===== config.mk =====
export PLATFORM = sky130hd
export DESIGN_NAME = load_store_unit
export DESIGN_NICKNAME = d
export VERILOG_FILES = /design/src/rtl/load_store_unit.sv
export SDC_FILE = /design/constraint.sdc
export NUM_CORES = 1
export LEC_CHECK = 0
export ABC_CLOCK_PERIOD_IN_PS = 3000
export BUFFER_PORTS_ARGS = -buffer_cell sky130_fd_sc_hd__buf_2
export CAP_MARGIN = 10
export CELL_PAD_IN_SITES_DETAIL_PLACEMENT = 1
export CELL_PAD_IN_SITES_GLOBAL_PLACEMENT = 1
export CORE_UTILIZATION = 28
export CTS_BUF_LIST = sky130_fd_sc_hd__clkbuf_8
export CTS_CLUSTER_SIZE = 10
export DETAILED_ROUTE_END_ITERATION = 6
export GPL_TIMING_DRIVEN = 0
export HOLD_SLACK_MARGIN = 0.08
export PLACE_DENSITY = 0.66
export SLEW_MARGIN = 0
export SYNTH_ARGS = -nofsm -noshare
export SYNTH_HDL_FRONTEND = slang
export SYNTH_SLANG_ARGS = --single-unit

===== constraint.sdc =====
create_clock -name clk -period 3 [get_ports clk]
set_input_delay 0.75 -clock clk [delete_from_list [all_inputs] [get_ports clk]]
set_output_delay 0.75 -clock clk [all_outputs]
set_load 0.05 [all_outputs]

===== src/rtl/load_store_unit.sv =====
// Load/store unit: accepts one memory op at a time from execute, checks alignment,
// issues a single bus beat with lane-steered data/strobes, and returns an extended
// load result (or error) to writeback as a one-cycle pulse.
module load_store_unit #(
  parameter int unsigned ADDR_W = 32
) (
  input  logic              clk,
  input  logic              rst_n,
  // execute-side request
  input  logic              req_valid,
  output logic              req_ready,
  input  logic              req_we,
  input  logic [ADDR_W-1:0] req_addr,
  input  logic [31:0]       req_wdata,
  input  logic [1:0]        req_size,
  input  logic              req_unsigned,
  // writeback-side response
  output logic              rsp_valid,
  output logic [31:0]       rsp_rdata,
  output logic              rsp_err,
  // memory bus
  output logic              mem_valid,
  input  logic              mem_ready,
  output logic              mem_we,
  output logic [ADDR_W-1:0] mem_addr,
  output logic [3:0]        mem_wstrb,
  output logic [31:0]       mem_wdata,
  input  logic [31:0]       mem_rdata,
  input  logic              mem_rvalid
);

  localparam logic [1:0] SizeByte = 2'b00;
  localparam logic [1:0] SizeHalf = 2'b01;
  localparam logic [1:0] SizeWord = 2'b10;

  typedef enum logic [1:0] {StIdle, StReq, StWaitR, StResp} state_e;

  state_e            state_q, state_d;
  logic              we_q;
  logic [ADDR_W-1:0] addr_q;
  logic [31:0]       wdata_q;
  logic [1:0]        size_q;
  logic              uns_q;
  logic              rsp_err_q, rsp_err_d;
  logic [31:0]       rsp_rdata_q, rsp_rdata_d;

  logic              accept;
  logic              req_misaligned;
  logic              in_req;
  logic [31:0]       lane;
  logic [31:0]       load_data;
  logic [3:0]        strb;
  logic [31:0]       wdata_rep;

  assign accept = req_valid && (state_q == StIdle);
  assign in_req = (state_q == StReq);

  // Reserved size or an address that does not sit on the access's natural boundary.
  always_comb begin
    req_misaligned = 1'b0;
    case (req_size)
      SizeByte: req_misaligned = 1'b0;
      SizeHalf: req_misaligned = req_addr[0];
      SizeWord: req_misaligned = (req_addr[1:0] != 2'b00);
      default:  req_misaligned = 1'b1;
    endcase
  end

  // Shift the addressed lane down to bit 0, then sign/zero-extend to 32 bits.
  always_comb begin
    lane      = mem_rdata >> {addr_q[1:0], 3'b000};
    load_data = lane;
    case (size_q)
      SizeByte: load_data = uns_q ? {24'h0, lane[7:0]} : {{24{lane[7]}}, lane[7:0]};
      SizeHalf: load_data = uns_q ? {16'h0, lane[15:0]} : {{16{lane[15]}}, lane[15:0]};
      default:  load_data = lane;
    endcase
  end

  // Byte enables and lane-replicated store data for the registered op.
  always_comb begin
    strb      = 4'b1111;
    wdata_rep = wdata_q;
    case (size_q)
      SizeByte: begin
        strb      = 4'b0001 << addr_q[1:0];
        wdata_rep = {4{wdata_q[7:0]}};
      end
      SizeHalf: begin
        strb      = 4'b0011 << addr_q[1:0];
        wdata_rep = {2{wdata_q[15:0]}};
      end
      default: begin
        strb      = 4'b1111;
        wdata_rep = wdata_q;
      end
    endcase
  end

  // Next-state and response capture; rsp fields are zeroed whenever RESP is left.
  always_comb begin
    state_d     = state_q;
    rsp_err_d   = rsp_err_q;
    rsp_rdata_d = rsp_rdata_q;
    case (state_q)
      StIdle: begin
        if (req_valid) begin
          if (req_misaligned) begin
            state_d     = StResp;
            rsp_err_d   = 1'b1;
            rsp_rdata_d = 32'h0;
          end else begin
            state_d = StReq;
          end
        end
      end
      StReq: begin
        if (mem_ready) begin
          if (we_q) begin
            state_d     = StResp;
            rsp_err_d   = 1'b0;
            rsp_rdata_d = 32'h0;
          end else if (mem_rvalid) begin
            state_d     = StResp;
            rsp_err_d   = 1'b0;
            rsp_rdata_d = load_data;
          end else begin
            state_d = StWaitR;
          end
        end
      end
      StWaitR: begin
        if (mem_rvalid) begin
          state_d     = StResp;
          rsp_err_d   = 1'b0;
          rsp_rdata_d = load_data;
        end
      end
      StResp: begin
        state_d     = StIdle;
        rsp_err_d   = 1'b0;
        rsp_rdata_d = 32'h0;
      end
      default: begin
        state_d     = StIdle;
        rsp_err_d   = 1'b0;
        rsp_rdata_d = 32'h0;
      end
    endcase
  end

  // State and response registers.
  always_ff @(posedge clk or negedge rst_n) begin
    if (!rst_n) begin
      state_q     <= StIdle;
      rsp_err_q   <= 1'b0;
      rsp_rdata_q <= 32'h0;
    end else begin
      state_q     <= state_d;
      rsp_err_q   <= rsp_err_d;
      rsp_rdata_q <= rsp_rdata_d;
    end
  end

  // Latch the op on accept; request inputs are ignored until the unit is idle again.
  always_ff @(posedge clk or negedge rst_n) begin
    if (!rst_n) begin
      we_q    <= 1'b0;
      addr_q  <= '0;
      wdata_q <= 32'h0;
      size_q  <= 2'b00;
      uns_q   <= 1'b0;
    end else if (accept) begin
      we_q    <= req_we;
      addr_q  <= req_addr;
      wdata_q <= req_wdata;
      size_q  <= req_size;
      uns_q   <= req_unsigned;
    end
  end

  // Bus outputs come only from registers and are quiet outside REQ.
  always_comb begin
    mem_valid = in_req;
    mem_we    = in_req && we_q;
    mem_addr  = in_req ? {addr_q[ADDR_W-1:2], 2'b00} : '0;
    mem_wstrb = (in_req && we_q) ? strb : 4'b0000;
    mem_wdata = (in_req && we_q) ? wdata_rep : 32'h0;
  end

  assign req_ready = (state_q == StIdle);
  assign rsp_valid = (state_q == StResp);
  assign rsp_err   = rsp_err_q;
  assign rsp_rdata = rsp_rdata_q;

endmodule


After elaboration in Yosys (flattened, before gate mapping)
Cells that the tools add are included.
{"block": "totals", "register_bits": 103, "inputBits": 105, "output_inout_bits": 105, "wordCells": 57}
{"block": "classes", "n_eq_ne": 10, "n_shift": 3, "mux": 28, "reduce_logical": 8}
{"cell": "$mux 32", "count": 9}
{"cell": "$pmux 32 s2", "count": 2}
{"cell": "$pmux 32 s4", "count": 1}
{"cell": "$shr 32x5->32", "count": 1}
{"cell": "$mux 2", "count": 4}
{"cell": "$pmux 2 s4", "count": 1}
{"cell": "$pmux 4 s2", "count": 1}
{"cell": "$mux 1", "count": 7}
{"cell": "$eq 2x1->1 const B", "count": 3}
{"cell": "$eq 2x2->1 const B", "count": 3}
{"cell": "$logic_not 2->1", "count": 3}
{"cell": "$ne 2x2->1 const B", "count": 3}
{"cell": "$reduce_and 3->1", "count": 2}
{"cell": "$mux 4", "count": 1}
{"cell": "$pmux 1 s4", "count": 1}
{"cell": "$shl 1x2->4 const A", "count": 1}
{"cell": "$shl 2x2->4 const A", "count": 1}
{"cell": "$pmux 1 s3", "count": 1}
{"cell": "$logic_and 1x1->1", "count": 2}
{"cell": "$ne 2x1->1 const B", "count": 1}
{"cell": "$reduce_bool 2->1", "count": 1}

Depth between registers and ports, before layout
Gate-level depths: netlist of run 1.
{"block": "depth", "ltp_word": 7, "depth_mapped": 9, "depth_no_buf": 6}

Worst setup path before layout of run 1
No wires, ideal clock.
{"block": "synth_timing", "path_type": "register to output", "from": "register state_q[1]", "to": "output mem_wdata[22]", "arrival_ps": 2240, "required_time_ps": 2250, "setup_slack_ps": 10, "stages_incl_launch_ff": 7, "path_buffers": 2, "cell_sequence": "dfrtp_1 inv_1 ha_1 nand2_1 clkbuf_1 clkbuf_1 nor2_1"}
{"block": "synth_between", "elab_chain_cells": 3}
{"item": "start: declaration", "line_no": "38", "rtl": "state_e state_q, state_d;"}
{"item": "start signal: assignment", "line_no": "155", "rtl": "state_q <= StIdle;"}
{"item": "start signal: assignment", "line_no": "159", "rtl": "state_q <= state_d;"}
{"item": "$eq 2x1->1", "line_no": "56", "rtl": "assign in_req = (state_q == StReq);"}
{"item": "net mem_valid", "line_no": "22", "rtl": "output logic mem_valid,"}
{"item": "$logic_and 1x1->1", "line_no": "188", "rtl": "mem_wdata = (in_req && we_q) ? wdata_rep : 32'h0;"}
{"item": "$mux 32", "line_no": "188"}
{"item": "end: declaration", "line_no": "27", "rtl": "output logic [31:0] mem_wdata,"}
The timed path passes the listed nets, and every way through them passes these cells.

Worst setup path in the final report of run 1
{"block": "layout_timing", "from": "register addr_q[0]", "to": "output mem_wstrb[3]"}
{"block": "layout_between", "elab_chain_cells": 3, "elab_cells_between_ends": 4, "cone_classes": "shift: 2; mux: 2"}
{"item": "start: declaration", "line_no": "40", "rtl": "logic [ADDR_W-1:0] addr_q;"}
{"item": "start signal: assignment", "line_no": "175", "rtl": "addr_q <= req_addr;"}
{"item": "$shl 2x2->4 / $shl 1x2->4 (equally long branches)", "line_no": "90, 86"}
{"item": "$pmux 4 s2 *", "line_no": "84", "rtl": "case (size_q)"}
{"item": "$mux 4 *", "line_no": "187", "rtl": "mem_wstrb = (in_req && we_q) ? strb : 4'b0000;"}
{"item": "end: declaration", "line_no": "26", "rtl": "output logic [3:0] mem_wstrb,"}
Mark *: on every way between the ends. The rest lies on a longest branch, timed or not.

==> run summary, run 1 <==
full die area - 20100 um^2
post-route cell area - 7150 um^2
GP Congestion - 0.854
Initial Util - 28.9%
cell count after synthesis - 498
total track usage - 19.2%
# rows - 50
cells on worst reg2reg path - 8
sequential power share - 27.8%
first-pass GRT wire length - 29100 um
clk slew on worst S/H paths - 0.11 ns
clk_skew - 0.0116 ns
asr flop ratio synth - 100%
clk buf depth - 2
final setup fails - 0
synthesis-to-layout area growth - 30.6%
startpoint types - register
DRT Wirelength - 19000 um
footprint of the multi-input gates - 2670 um^2
Core ar. - 19000 um^2
Clock Tree Root - clkbuf_8
Cells after DPL - 967
Clock Sinks - 103
Yosys top cell area share - 47.1%
Detail Placement HPWL - 14700 um
largest area contributor in the netlist - dfrtp_1
Fillers - 2213
Worst-Skew Late Latency - 0.39 ns
Switching Share - 51.7%
Die H - 142 um
largest stage delay on the critical path - 0.50 ns
Place WS - 0.0429 ns
hold buffers post-CTS - 0
crit share post-route - 96.5%
1st-iter DRT viols - 123
Ys Warns - 0
input/output buffers - 207
Post-synth EDFFs - 0
TritonCTS clock tree - done
flop2flop setup slack - 0.55 ns
Clk pwr share - 11.0%
cell with the most instances after synthesis - dfrtp_1
P_leak - 3.64 nW
total CTS buffers - 9
final hold vios - 0
Synth area leaders - dfrtp_1 (47%), mux2_2 (14%), mux2i_1 (6.2%)
MaxCap Viol Count - 0
CP Max Fanout - 10
Slew HR - 43.9%
Critical R2R Launch - state_q[0]
status - completed
Antenna Nets Post-Route - 0
DRC Markers - 0
Mean Syn Cell Area - 11.0 um^2
Via Count - 4752
Via density - 4.84
total net switching power - 4.56 mW
Slew @ Worst Pin - 0.840 ns
1st-pass router iterations - 4
Arrival @ worst endpoint - 2.15 ns
Hold Crit Class - primary input to async pin
largest net degree at the start of global routing - 62
Setup WS post-layout - 0.104 ns
Worst Setup EP - mem_wstrb[3]
IR Drop Worst-Case VDD - 520 uV
H-tree Lvls - 3
initial antenna violation count - 4
Finished Layout Cells - 982
CP cell instances - clkbuf_4, buf_4, buf_4, o21ai_0, a21oi_1, clkbuf_4
Main synth FF type - dfrtp_1
Worst Setup End Kind - primary output
layout cells sized above 1 - 45.8%
Post-Place Cell Area - 6870 um^2
end of the worst register-to-register path - rsp_rdata[31]
commonest cells in the netlist - dfrtp_1 (103), mux2_2 (68), nor2_1 (39)
RSZ-0062 raised after global routing - false
Tmin final - 2.90 ns
io pins - 210
max-slew violations - 0
vias in the first global route - 5187
#FFs+latches synth - 103
combinational power share - 61.2%
Critical Path RT - 2.25 ns
CP Class - register to primary output
post-synthesis cell area - 5470 um^2
Fmax - 0.345 GHz
CP max-delay cell - dfrtp_1
wire per inst - 19.3 um
final-stage net count - 825
Final Power - 8.83 mW
Seq/Total Area, Yosys - 47.1%
PwrDens - 1240 nW/um^2
Horiz. Die Dim - 142 um
Synth cell types - 43
Seq. cell area - 2580 um^2
Overflow after GRT - 0
worst setup path startpoint - addr_q[0]
internal power - 4.27 mW
setup_tns - 0 ns
metal layers:
| metal | track usage [%] | wire length (um) |
|---|---|---|
| met1 | 23.5 | 8150 |
| met2 | 31.9 | 9060 |
| met3 | 5.91 | 1390 |
| met4 | 6.34 | 361 |
| met5 | 0 | 31 |
power groups by stage:
stage	Sequential, mW	Clock [mW]	Combinational (mW)
after global routing	2.53	1.06	5.79
final	2.45	0.972	5.40
after global placement	2.42	0	5.23
after detailed placement	2.47	0	5.38
after floorplan	2.78	0	3.59
after CTS	2.45	1.01	5.42
flip-flops by register name (all words and copies together) (netlist names):
register and count:
addr_q 32, rsp_rdata 32, wdata_q 32, size_q 2
state_q 2, rsp_err 1, uns_q 1, we_q 1
per-stage QoR:
step                      hold slack, ns  utilization (%)
after floorplan                    0.454                -
after global placement             0.477             36.1
after detailed placement           0.480             36.2
after CTS                          0.474             37.5
after global routing               0.496             37.7
final                              0.446             37.7
cells by family after synthesis:
kind of cell    after synthesis  share of synthesized area, %
simple gates                132                          11.9
fa+ha+maj                     4                         0.915
other cells                   1                        0.0685
flops                       103                          47.1
mux                         104                          21.0
buf+inv                      49                          4.55
compound gates              105                          14.4
worst max-delay path, delay by kind of cell (launching register included):
kind | cells | cell delay (ns)
flip-flops | 1 | 0.50
buffers and inverters | 4 | 0.97
AO/OA/AOI/OAI | 2 | 0.27
cells in the final DEF, fill, tap and decap left out, types with 2 or more instances in the layout:
| master | netlist | routed |
|---|---|---|
| clkbuf_4 | 0 | 9 |
| o21ai_0 | 15 | 15 |
| clkbuf_8 | 0 | 9 |
| a2bb2oi_1 | 7 | 7 |
| a22o_1 | 18 | 18 |
| conb_1 | 1 | 2 |
| mux4_2 | 2 | 2 |
| dfrtp_1 | 103 | 103 |
| inv_6 | 0 | 2 |
| nand2_1 | 35 | 35 |
| a21oi_1 | 22 | 22 |
| o31ai_1 | 2 | 2 |
| buf_4 | 3 | 14 |
| o22ai_1 | 8 | 8 |
| nor2b_1 | 11 | 11 |
| inv_8 | 0 | 2 |
| buf_2 | 13 | 205 |
| and3_1 | 8 | 8 |
| buf_6 | 5 | 5 |
| o22a_1 | 7 | 7 |
| a211o_1 | 8 | 8 |
| clkbuf_2 | 0 | 3 |
| buf_1 | 8 | 6 |
| a32o_1 | 8 | 8 |
| nand2b_1 | 2 | 2 |
| mux2i_1 | 34 | 34 |
| inv_1 | 7 | 7 |
| mux2_2 | 68 | 68 |
| ha_1 | 4 | 3 |
| and2_1 | 31 | 31 |
| clkbuf_1 | 13 | 5 |
| nor2_1 | 39 | 38 |
how the worst min path moves through the flow:
stage | start | end | slack (ns) | cells after the start
after global routing | rst_n | rsp_rdata[9] | 0.50 | 1
final | rst_n | rsp_rdata[9] | 0.45 | 1
after floorplan | rst_n | addr_q[0] | 0.45 | 0
after global placement | rsp_rdata[15] | rsp_rdata[15] | 0.48 | 1
after CTS | rst_n | rsp_rdata[14] | 0.47 | 1
after detailed placement | rsp_rdata[15] | rsp_rdata[15] | 0.48 | 1
what timing repair did:
| item | CTS | global route |
|---|---|---|
| endpoints found under the hold margin | 0 | 0 |
| resized for setup | 17 | 19 |
| endpoints found under the setup margin | 34 | 28 |
| pin swaps | 0 | 0 |
| setup buffers | 0 | 0 |
cell type report:
class,count,share of cell area [%]
Buffer,40,3.43
Antenna cell,1,0.0350
Sequential cell,103,36.1
Timing Repair Buffer,208,15.3
Inverter,7,0.368
Clock buffer,9,1.73
Multi-Input combinational cell,347,37.3
Clock inverter,7,1.21
Tap cell,260,4.55
No activity file was read; power rests on OpenSTA's default activity.
==> run 2, diff against run 1 <==
ABC_AREA = 1   (was default)
CTS_CLUSTER_SIZE = default   (was 10)
PLACE_DENSITY = 0.69   (was 0.66)
==> run summary, run 2 <==
status - completed
full die area - 21500 um^2 (+6.7%)
clk slew on worst S/H paths - 0.11 ns (about the same)
setup_tns - 0 ns (unchanged)
GP Congestion - 0.886 (+3.7%)
flop2flop setup slack - 1.05 ns (+0.50 ns)
first-pass GRT wire length - 32800 um (+13%)
PwrDens - 1220 nW/um^2 (-1.2%)
Post-CTS Setup Inserts - 0 (unchanged)
Finished Layout Cells - 1243 (+27%)
hold buffers post-CTS - 0 (unchanged)
CP Class - register to primary output
commonest non-fill, non-tap cell in the layout - nand2_1
wire per inst - 16.7 um (-14%)
Main synth FF type - dfrtp_1
largest net degree at the start of global routing - 82 (+32%)
final setup fails - 0 (unchanged)
met1 wire length - 9060 um (+11%)
total CTS buffers - 9 (unchanged)
Tmin final - 2.89 ns (-0.00134 ns)
vias in the first global route - 5986 (+15%)
Clock Tree Root - clkbuf_8
crit share post-route - 96.5% (about the same)
asr flop ratio synth - 100% (unchanged)
Ys Warns - 0 (unchanged)
Fmax - 0.345 GHz (about the same)
commonest cells after routing, fill and taps aside - nand2_1 (220), buf_2 (207), dfrtp_1 (103)
1st-pass router iterations - 5 (+1)
Synth cell types - 31 (-28%)
1st-iter DRT viols - 160 (+30%)
Seq/Total Area, Yosys - 44.1% (-3.0 points)
cell count after synthesis - 748 (+50%)
final hold vios - 0 (unchanged)
max-slew violations - 0 (unchanged)
CP Max Fanout - 14 (+4)
Core ar. - 20400 um^2 (+7.4%)
Arrival @ worst endpoint - 2.14 ns (about the same)
startpoint types - register
Critical R2R Launch - state_q[1]
cells on worst reg2reg path - 11 (+3)
layout cells sized above 1 - 36.6% (-9.2 points)
# rows - 52 (+4.0%)
Via Count - 5711 (+20%)
Synth area leaders - dfrtp_1 (44%), nand2_1 (14%), mux2_2 (11%)
Post-synth EDFFs - 0 (unchanged)
Clock Sinks - 103 (unchanged)
largest area contributor in the netlist - dfrtp_1
Cells after DPL - 1226 (+27%)
DRT Wirelength - 20800 um (+9.5%)
final-stage net count - 1075 (+30%)
P_leak - 4.30 nW (+18%)
Slew HR - 60.7% (+17 points)
io pins - 210 (unchanged)
total track usage - 19.8% (+0.68 points)
Yosys top cell area share - 44.1% (-3.0 points)
input/output buffers - 206 (-0.48%)
Detail Placement HPWL - 16200 um (+10%)
MaxCap Viol Count - 0 (unchanged)
Horiz. Die Dim - 146 um (+3.3%)
RSZ-0062 raised after global routing - true
Overflow after GRT - 0 (unchanged)
wire length on met2 - 9720 um (+7.3%)
post-synthesis cell area - 5840 um^2 (+6.8%)
H-tree Lvls - 3 (unchanged)
clk buf depth - 2 (unchanged)
Worst Setup End Kind - primary output
Slew @ Worst Pin - 0.589 ns (-0.251 ns)
Critical Path RT - 2.25 ns (about the same)
initial antenna violation count - 5 (+1)
Hold Crit Class - primary input to async pin
commonest cells in the netlist - nand2_1 (221), dfrtp_1 (103), inv_1 (78)
Die H - 146 um (+3.3%)
end of the worst register-to-register path - rsp_rdata[29]
Initial Util - 28.7% (-0.18 points)
TritonCTS clock tree - done
cell with the most instances after synthesis - nand2_1
Worst-Skew Late Latency - 0.39 ns (about the same)
clk_skew - 0.0154 ns (+0.00379 ns)
Antenna Nets Post-Route - 0 (unchanged)
synthesis-to-layout area growth - 29.5%
Hold Slack - 0.196 ns (-0.250 ns)
DRC Markers - 0 (unchanged)
metal3 WL - 1860 um (+33%)
Highest Signal Layer - met5
IR Drop Worst-Case VDD - 556 uV (+7.0%)
#FFs+latches synth - 103 (unchanged)
Mean Syn Cell Area - 7.81 um^2 (-29%)
Via density - 4.59 (-5.1%)
## run 2: cell types whose count changed after synthesis, moves of 8 or more
cell,before,now
a211o_1,8,0
a22o_1,18,0
a32o_1,8,0
and2_1,31,1
and3_1,8,0
inv_1,7,78
mux2_2,68,56
mux2i_1,34,0
nand2_1,35,221
nand3_1,0,23
nor2_1,39,74
nor2_2,0,20
nor2b_1,11,0
o21ai_0,15,47
## run 2: timing repair
action,in CTS,in global routing
hold endpoints to repair,0,0
setup endpoints to repair,35,36
resized for setup,25,15
## run 2: worst max-delay path by stage
stage	cells after the start	start	slack (ns)	to
after floorplan	8	state_q[1]	-0.04	mem_wdata[30]
after global placement	1	rst_n	-0.22	addr_q[11]
after detailed placement	9	state_q[1]	-0.05	mem_wdata[30]
after CTS	9	state_q[1]	0.001	mem_wdata[16]
after global routing	7	size_q[1]	-0.005	mem_wdata[31]
final	7	size_q[1]	0.11	mem_wdata[12]
## run 2: worst max-delay path, cell delays in order (launching register included)
cell and delay, ns:
dfrtp_1 0.34, buf_4 0.17, clkinv_4 0.16, nand2_4 0.17
buf_2 0.28, o21ai_0 0.21, nor2_1 0.15, buf_2 0.28
## run 2: cells by family after synthesis
family	share of synthesized area (%)
muxes	10.8
and+or+nand+nor	24.4
adders and majority gates	0.857
buffers and inverters	9.57
AOI/OAI and AO/OA	10.2
DFF	44.1
other	0.0642
## run 2: cell type report
cell class	count	area (um^2)
repair buffers	207	1130
clock inverters	7	57.6
diodes	2	5.00
flip-flops and latches	103	2580
fillers	2619	12800
inverters	83	319
plain buffers	45	248
multi-input cells	517	2770
well taps	270	338
clock buffers	9	124
## run 2: power breakdown
part	total (mW)	internal, mW	switching (mW)
logic	5.85	1.72	4.13
registers	2.51	2.06	0.444
clock network	0.875	0.313	0.562
total	9.23	4.09	5.14
## run 2: layer usage
| metal | vias to the layer above | track usage, % |
|---|---|---|
| met3 | 16 | 6.38 |
| met5 | - | 0 |
| li1 | 2794 | - |
| met2 | 204 | 32.5 |
| met4 | 8 | 4.90 |
| met1 | 2689 | 25.2 |
## run 2: metrics by stage
| step | area [um^2] | total power [mW] | utilization (%) | setup WS [ns] |
|---|---|---|---|---|
| detailed placement | 7300 | 8.39 | 35.8 | -0.0532 |
| CTS | 7540 | 9.36 | 37.0 | 0.00123 |
| global placement | 7260 | 8.26 | 35.7 | -0.215 |
| finish | 7570 | 9.23 | 37.2 | 0.105 |
| floorplan | 5890 | 6.82 | - | -0.0429 |
| global route | 7560 | 9.93 | 37.1 | -0.00538 |
==> run 3, diff against run 2 <==
BUFFER_PORTS_ARGS = -buffer_cell sky130_fd_sc_hd__buf_4   (was -buffer_cell sky130_fd_sc_hd__buf_2)
==> run summary, run 3 (synthesis gave the netlist of run 2 again) <==
P_leak - 4.41 nW (+2.4%)
DRT Wirelength - 21100 um (+1.7%)
Fmax - 0.344 GHz (-0.50%)
full die area - 21500 um^2 (unchanged)
Diodes inserted - 0 (-2)
final hold vios - 0 (unchanged)
initial antenna violation count - 0 (-5)
Core ar. - 20400 um^2 (unchanged)
total track usage - 20.3% (+0.46 points)
Hold Crit Class - primary input to async pin
TritonCTS clock tree - done
Clock Sinks - 103 (unchanged)
GP Congestion - 0.873 (-1.4%)
Worst-Skew Late Latency - 0.39 ns (about the same)
Final Power - 9.61 mW (+4.1%)
Place WS - 0.0290 ns (+0.0821 ns)
input/output buffers - 206 (unchanged)
CP Max Fanout - 14 (unchanged)
Post-Place Cell Area - 7810 um^2 (+7.0%)
Setup WS post-layout - 0.0907 ns (-0.0144 ns)
total CTS buffers - 9 (unchanged)
synthesis-to-layout area growth - 37.6%
DRC Markers - 0 (unchanged)
Fillers - 2540 (-3.0%)
IR Drop Worst-Case VDD - 418 uV (-25%)
wire per inst - 17.0 um (+1.7%)
hold buffers post-CTS - 0 (unchanged)
PwrDens - 1200 nW/um^2 (-2.1%)
Seq. cell area - 2580 um^2 (unchanged)
H-tree Lvls - 3 (unchanged)
1st-iter DRT viols - 179 (+12%)
Overflow after GRT - 0 (unchanged)
Finished Layout Cells - 1242 (-0.080%)
Arrival @ worst endpoint - 2.16 ns (+0.02 ns)
first-pass GRT wire length - 33700 um (+2.6%)
Clock Tree Root - clkbuf_8
final setup fails - 0 (unchanged)
final-stage net count - 1076 (+0.093%)
status - completed
# rows - 52 (unchanged)
Worst Setup End Kind - primary output
Tmin final - 2.91 ns (+0.0144 ns)
Via Count - 5757 (+0.81%)
Via density - 4.64 (+0.89%)
clk_skew - 0.0122 ns (-0.00324 ns)
Cells after DPL - 1226 (unchanged)
Horiz. Die Dim - 146 um (unchanged)
Slew HR - 57.8% (-3.0 points)
1st-pass router iterations - 4 (-1)
commonest non-fill, non-tap cell in the layout - nand2_1
Slew @ Worst Pin - 0.633 ns (+0.0444 ns)
max-slew violations - 0 (unchanged)
startpoint types - register
clk slew on worst S/H paths - 0.11 ns (about the same)
io pins - 210 (unchanged)
CP Class - register to primary output
Detail Placement HPWL - 16400 um (+1.6%)
layout cells sized above 1 - 36.3% (-0.24 points)
post-route cell area - 8040 um^2 (+6.3%)
MaxCap Viol Count - 0 (unchanged)
commonest cells after routing, fill and taps aside - nand2_1 (220), buf_4 (207), dfrtp_1 (103)
Die H - 146 um (unchanged)
footprint of the multi-input gates - 2770 um^2 (unchanged)
vias in the first global route - 6201 (+3.6%)
clk buf depth - 2 (unchanged)
Critical Path RT - 2.25 ns (about the same)
Antenna Nets Post-Route - 0 (unchanged)
Initial Util - 28.7% (unchanged)
Layout Utilization - 39.5% (+2.3 points)
crit share post-route - 97.0% (+0.48 points)
largest net degree at the start of global routing - 53 (-35%)
==> run 3: cell types whose count changed in the layout (fill, tap and decap cells not counted), moves of 2 or more <==
cell	previous run	this run
clkinvlp_4	3	0
buf_2	207	16
buf_6	13	10
clkbuf_4	4	0
diode_2	2	0
clkbuf_2	5	2
inv_6	0	3
buf_4	8	207
clkbuf_1	11	14
==> run 3: repair_timing <==
item,CTS,global route
gates resized for setup,11,6
cloned,0,0
hold endpoints to repair,0,0
setup buffers,0,1
endpoints found under the setup margin,33,25
==> run 3: metal layers <==
layer | global-route usage, % | vias up | share of wire [%]
met2 | 32.9 | 194 | 45
met1 | 25.7 | 2756 | 45
met3 | 6.72 | 16 | 8.7
met5 | 0 | - | 0
met4 | 5.68 | 0 | 1.4
li1 | - | 2791 | -
==> run 3: power breakdown <==
part	switching, mW	internal [mW]	total, mW
combinational	4.17	2.02	6.18
clock	0.582	0.324	0.905
sequential	0.462	2.06	2.52
==> run 3: area by class of cell <==
class,count,area share [%]
Buffer,45,3.03
Clock inverter,7,0.825
Sequential cell,103,32.1
Clock buffer,9,1.54
Timing Repair Buffer,208,20.0
Multi-Input combinational cell,517,34.4
Tap cell,270,4.20
Inverter,83,3.97
==> run 3: per-stage QoR <==
| stage | hold slack (ns) | setup TNS (ns) |
|---|---|---|
| floorplan | 0.454 | -0.0979 |
| global placement | 0.483 | 0 |
| detailed placement | 0.477 | 0 |
| CTS | 0.300 | 0 |
| global route | 0.329 | -0.00518 |
| finish | 0.303 | 0 |
==> run 3: worst paths after layout <==
path / start / to / slack (ns) / cells after the start
setup / recovery: size_q[1] / mem_wdata[13] / 0.09 / 7
hold / removal: rst_n / rsp_rdata[26] / 0.30 / 1
setup reg to reg: state_q[1] / rsp_rdata[31] / 1.01 / 11
hold reg to reg: rsp_rdata[0] / rsp_rdata[0] / 0.50 / 2
max in group asynchronous: rst_n / rsp_rdata[7] / 2.02 / 2
min in group clk: rsp_rdata[0] / rsp_rdata[0] / 0.50 / 2
==> run 3: critical path, cell delays in order (launching register included) <==
cell and delay, ns:
dfrtp_1 0.37, buf_4 0.17, clkinv_4 0.14, nand2_4 0.13
buf_2 0.23, o21ai_0 0.41, nor2_1 0.11, buf_4 0.21
